## src/rtl/posit_cop_master.sv

```systemverilog
// Bus initiator for the posit coprocessor: runs write A, write B, write opcode, read result per command.
// Optional macro POSIT_COP_MASTER_TIMEOUT_EN aborts a bus wait after TIMEOUT cycles with an error response.
module posit_cop_master #(
  parameter int          N         = 16,
  parameter logic [31:0] BASE_ADDR = 32'h0,
  parameter int          TIMEOUT   = 64
) (
  input  logic         clk_i,
  input  logic         rst_ni,
  input  logic         cmd_valid_i,
  output logic         cmd_ready_o,
  input  logic [N-1:0] cmd_a_i,
  input  logic [N-1:0] cmd_b_i,
  input  logic [2:0]   cmd_op_i,
  output logic         rsp_valid_o,
  input  logic         rsp_ready_i,
  output logic [31:0]  rsp_data_o,
  output logic         rsp_err_o,
  output logic         conv_req_o,
  output logic         conv_we_o,
  output logic [3:0]   conv_be_o,
  output logic [31:0]  conv_addr_o,
  output logic [31:0]  conv_wdata_o,
  input  logic         conv_rvalid_i,
  input  logic [31:0]  conv_rdata_i
);

  typedef enum logic [2:0] {IDLE, WR_A, WR_B, WR_OP, RD, WAIT, RESP} state_e;

  // Tag held during WAIT naming the step that follows the outstanding response.
  localparam logic [1:0] NXT_B    = 2'd0;
  localparam logic [1:0] NXT_OP   = 2'd1;
  localparam logic [1:0] NXT_RD   = 2'd2;
  localparam logic [1:0] NXT_DONE = 2'd3;

  state_e        state_q;
  logic [1:0]    nxt_q;
  logic [N-1:0]  b_q;
  logic [2:0]    op_q;
  logic          cmd_ready_q;
  logic          rsp_valid_q;
  logic [31:0]   rsp_data_q;
  logic          rsp_err_q;
  logic          req_q;
  logic          we_q;
  logic [3:0]    be_q;
  logic [31:0]   addr_q;
  logic [31:0]   wdata_q;
`ifdef POSIT_COP_MASTER_TIMEOUT_EN
  localparam logic [7:0] TO_LAST = 8'(TIMEOUT - 1);
  logic [7:0]    cnt_q;
`endif

  // Command sequencer; bus outputs are loaded on the edge that enters each issue state.
  always_ff @(posedge clk_i or negedge rst_ni) begin
    if (!rst_ni) begin
      state_q     <= IDLE;
      nxt_q       <= NXT_B;
      b_q         <= '0;
      op_q        <= 3'd0;
      cmd_ready_q <= 1'b0;
      rsp_valid_q <= 1'b0;
      rsp_data_q  <= 32'd0;
      rsp_err_q   <= 1'b0;
      req_q       <= 1'b0;
      we_q        <= 1'b0;
      be_q        <= 4'h0;
      addr_q      <= 32'd0;
      wdata_q     <= 32'd0;
`ifdef POSIT_COP_MASTER_TIMEOUT_EN
      cnt_q       <= 8'd0;
`endif
    end else begin
      req_q   <= 1'b0;
      we_q    <= 1'b0;
      be_q    <= 4'h0;
      addr_q  <= 32'd0;
      wdata_q <= 32'd0;
      case (state_q)
        IDLE: begin
          if (cmd_ready_q && cmd_valid_i) begin
            cmd_ready_q <= 1'b0;
            b_q         <= cmd_b_i;
            op_q        <= cmd_op_i;
            if (cmd_op_i == 3'd1 || cmd_op_i == 3'd2 || cmd_op_i == 3'd3) begin
              state_q <= WR_A;
              req_q   <= 1'b1;
              we_q    <= 1'b1;
              be_q    <= 4'hF;
              addr_q  <= BASE_ADDR;
              wdata_q <= 32'(cmd_a_i);
            end else begin
              state_q     <= RESP;
              rsp_valid_q <= 1'b1;
              rsp_err_q   <= 1'b1;
              rsp_data_q  <= 32'd0;
            end
          end else begin
            cmd_ready_q <= 1'b1;
          end
        end
        WR_A, WR_B, WR_OP, RD: begin
          state_q <= WAIT;
`ifdef POSIT_COP_MASTER_TIMEOUT_EN
          cnt_q   <= 8'd0;
`endif
          case (state_q)
            WR_A:    nxt_q <= NXT_B;
            WR_B:    nxt_q <= NXT_OP;
            WR_OP:   nxt_q <= NXT_RD;
            default: nxt_q <= NXT_DONE;
          endcase
        end
        WAIT: begin
          if (conv_rvalid_i) begin
            case (nxt_q)
              NXT_B: begin
                state_q <= WR_B;
                req_q   <= 1'b1;
                we_q    <= 1'b1;
                be_q    <= 4'hF;
                addr_q  <= BASE_ADDR + 32'd8;
                wdata_q <= 32'(b_q);
              end
              NXT_OP: begin
                state_q <= WR_OP;
                req_q   <= 1'b1;
                we_q    <= 1'b1;
                be_q    <= 4'hF;
                addr_q  <= BASE_ADDR + 32'd16;
                wdata_q <= {29'd0, op_q};
              end
              NXT_RD: begin
                state_q <= RD;
                req_q   <= 1'b1;
                be_q    <= 4'hF;
                addr_q  <= BASE_ADDR + 32'd16;
              end
              default: begin
                state_q     <= RESP;
                rsp_valid_q <= 1'b1;
                rsp_err_q   <= 1'b0;
                rsp_data_q  <= conv_rdata_i;
              end
            endcase
          end
`ifdef POSIT_COP_MASTER_TIMEOUT_EN
          else if (cnt_q == TO_LAST) begin
            state_q     <= RESP;
            rsp_valid_q <= 1'b1;
            rsp_err_q   <= 1'b1;
            rsp_data_q  <= 32'hDEAD_0000 | {29'd0, op_q};
          end else begin
            cnt_q <= cnt_q + 8'd1;
          end
`endif
        end
        RESP: begin
          if (rsp_ready_i) begin
            rsp_valid_q <= 1'b0;
            cmd_ready_q <= 1'b1;
            state_q     <= IDLE;
          end
        end
        default: state_q <= IDLE;
      endcase
    end
  end

  assign cmd_ready_o  = cmd_ready_q;
  assign rsp_valid_o  = rsp_valid_q;
  assign rsp_data_o   = rsp_data_q;
  assign rsp_err_o    = rsp_err_q;
  assign conv_req_o   = req_q;
  assign conv_we_o    = we_q;
  assign conv_be_o    = be_q;
  assign conv_addr_o  = addr_q;
  assign conv_wdata_o = wdata_q;

endmodule

```

## config.mk

```make
export PLATFORM = sky130hd
export DESIGN_NAME = posit_cop_master
export DESIGN_NICKNAME = d
export VERILOG_FILES = /design/src/rtl/posit_cop_master.sv
export SDC_FILE = /design/constraint.sdc
export NUM_CORES = 1
export LEC_CHECK = 0
export ABC_AREA = 1
export CELL_PAD_IN_SITES_DETAIL_PLACEMENT = 0
export CELL_PAD_IN_SITES_GLOBAL_PLACEMENT = 1
export CORE_MARGIN = 2
export CORE_UTILIZATION = 25
export CTS_BUF_LIST = sky130_fd_sc_hd__clkbuf_8
export DETAILED_ROUTE_END_ITERATION = 6
export PLACE_DENSITY_LB_ADDON = 0.1
export SYNTH_ARGS = -nofsm -noshare
export SYNTH_HDL_FRONTEND = slang
export SYNTH_SLANG_ARGS = --single-unit
```

## constraint.sdc

```tcl
create_clock -name clk_i -period 2 [get_ports clk_i]
set_input_delay 0.4 -clock clk_i [delete_from_list [all_inputs] [get_ports clk_i]]
set_output_delay 0.4 -clock clk_i [all_outputs]
set_load 0.03 [all_outputs]
```

==> run metrics <==
status complete, no violations; drt drc 0; worst clock skew 0.00756 ns; drt initial violations 144; Root Buffer clkbuf_8; Vias 3196; CP endpoint kind output pin; post-synth cell types 34; Ports 177; most common cell after layout, fill and taps aside nand2_1; CP max stage cell clkdlybuf4s50_1; Setup TNS 0 ns; Die Wd 131 um; worst path cell trace clkdlybuf4s50_1; setup slack at placement 0.0467 ns; Hold Crit Class in2async; crit path max fanout 5; RePlAce Congestion 0.752; Cell Rows 46; number of H-tree levels 3; final count of hold timing violations 0; Leak 0.00263 uW; number of global-route vias before repair 3142; WL/cell 13.4 um; layout cells sized above 1 8.78%; # setup viols final 0; worst reg2reg startpoint state_q[2]$_DFFE_PN0P_; Skew-Pair Late Insertion Delay 0.36 ns; crit path DAT 1.51 ns; Required @ worst endpoint 1.60 ns; FFs w/ async S/R, synth 100%; Max clock buf depth 2; crit start category flip-flop; Max Slew Vio Count 0; syn_area_per_cell 8.98 sq um; fin nets 656; final instance area 5580 sq um; total CTS buffers 9; grt ovf 0; Netlist Area Pre-Place 4020 sq um; Post-synth EDFFs 0; RSZ-0062 raised after global routing false; Top delay family on crit path buffers and inverters; Worst Reg-to-Reg Cells 7; Synth Warn # 0; CTS tree built; Critical Path Sink conv_be_o[3]; area delta synth->final 38.8%; Max Cap Viol 0; fin crit share 95.7%; GRT Overall Usage 12.9%; Peak VDD IR 0.000763 V; Setup Crit Path Kind reg2out; FILL cells 1654; placed inst area 5380 sq um; crit path buf inv count 1; Synth Register Bits 79; delay of the slowest cell on the worst path 0.71 ns; Period minus WS final 1.91 ns; Worst-path clk slew 0.08 ns; Worst R2R Setup Slack 0.34 ns; RR Endpoint rsp_data_o[19]$_DFFE_PN0P_; Worst Setup SP conv_be_o[2]$_DFF_PN0_; Mapped Cells 448; global-route wire length before repair 16.7 mm; initial antenna violation count 0; commonest non-fill, non-tap cells in the layout 145 x nand2_1, 127 x clkdlybuf4s50_1, 79 x dfrtp_1, 46 x conb_1; area of the core 15800 sq um; Post-DRT Antenna Nets 0; HPWL after detailed placement 7.53 mm; instance count on the critical path 1; Die Y 131 um; Post-Route WL 10.7 mm; Pwr per Cell Area 1440 nW/um^2; Initial Util 25.4%; Fmax achieved 0.523 GHz; Clock Sinks 79; Initial DRT Pass Iterations 4; vias per cell 4.01; pin count of the biggest net entering global routing 35; Ant. Diodes 0; Final WS setup 0.0865 ns; Finished Core Util 35.3%; ys flop type dfrtp_1; sequential-to-total area share from yosys stat 49.1%; Die Area 17100 sq um; Port Buffer Count 130
worst min path at each step:
stage / startpoint / end / slack (ns) / cells after the start
final: rst_ni / conv_wdata_o[5]$_DFF_PN0_ / 0.48 / 2
after global routing: rst_ni / conv_wdata_o[5]$_DFF_PN0_ / 0.50 / 2
after CTS: rst_ni / conv_wdata_o[5]$_DFF_PN0_ / 0.47 / 2
after detailed placement: rst_ni / conv_wdata_o[5]$_DFF_PN0_ / 0.33 / 1
after global placement: rst_ni / conv_wdata_o[5]$_DFF_PN0_ / 0.33 / 1
after floorplan: rst_ni / b_q[0]$_DFFE_PN0P_ / 0.10 / 0
cell families after synthesis:
| family | after synthesis | share of synthesized area (%) |
|---|---|---|
| and+or+nand+nor | 222 | 27.3 |
| buffers and inverters | 98 | 15.9 |
| AOI/OAI and AO/OA | 42 | 5.69 |
| DFF | 79 | 49.1 |
| adders and majority gates | 6 | 1.87 |
| other | 1 | 0.0932 |
stage by stage:
stage,cells,hold slack (ns),total power (uW)
detailed placement,782,0.333,6980
global placement,782,0.328,6970
CTS,797,0.468,8210
global route,797,0.498,8720
finish,797,0.476,8050
floorplan,493,0.104,5550
metal layers:
metal	vias up	global-route usage [%]	part of all wire, %	routed length [um]
li1	1568	-	-	-
met1	1492	17.7	46	4930
met2	119	19.3	45	4800
met3	17	2.48	6.0	635
met4	0	6.82	2.8	300
met5	-	0	0	0
layout make-up:
class | count | area, sq um | area share [%]
Timing Repair Buffer | 142 | 1460 | 26.1
Tap cell | 216 | 270 | 4.84
Multi-Input combinational cell | 316 | 1580 | 28.2
Inverter | 30 | 115 | 2.06
Clock buffer | 10 | 138 | 2.47
Clock inverter | 4 | 47.5 | 0.852
Sequential cell | 79 | 1980 | 35.4
what timing repair did:
item | CTS | global route
buffers inserted | 0 | 0
setup endpoints to repair | 0 | 3
hold buffers | 1 | 0
resized for setup | 0 | 2
endpoints found under the hold margin | 21 | 0
cell usage after synthesis (2+ instances only):
master / instances / share of area (%)
nand4_1: 2 / 0.31
nor2_1: 10 / 0.93
nor2_4: 3 / 0.84
dfrtp_1: 79 / 49
inv_1: 27 / 2.5
nand3_1: 7 / 0.87
nand3b_1: 33 / 6.2
nand2_1: 145 / 14
buf_6: 5 / 1.4
o21ai_0: 33 / 4.1
o211ai_1: 3 / 0.56
nor3_1: 2 / 0.25
ha_1: 6 / 1.9
o21ai_1: 2 / 0.25
buf_4: 51 / 9.5
buf_2: 9 / 1.1
nand2_2: 14 / 2.2
flip-flops by register name, indices dropped and copies added, names as in the netlist:
register      count
rsp_valid_o       1
rsp_err_o         1
b_q              16
conv_we_o         1
conv_wdata_o     16
conv_addr_o       2
conv_be_o         1
cmd_ready_o       1
rsp_data_o       32
nxt_q             2
op_q              3
state_q           3
where the power goes:
part           internal (uW)  switching, uW
logic                   1570           2730
clock network            593            594
registers               2210            358
No activity file was read; power rests on OpenSTA's default activity.
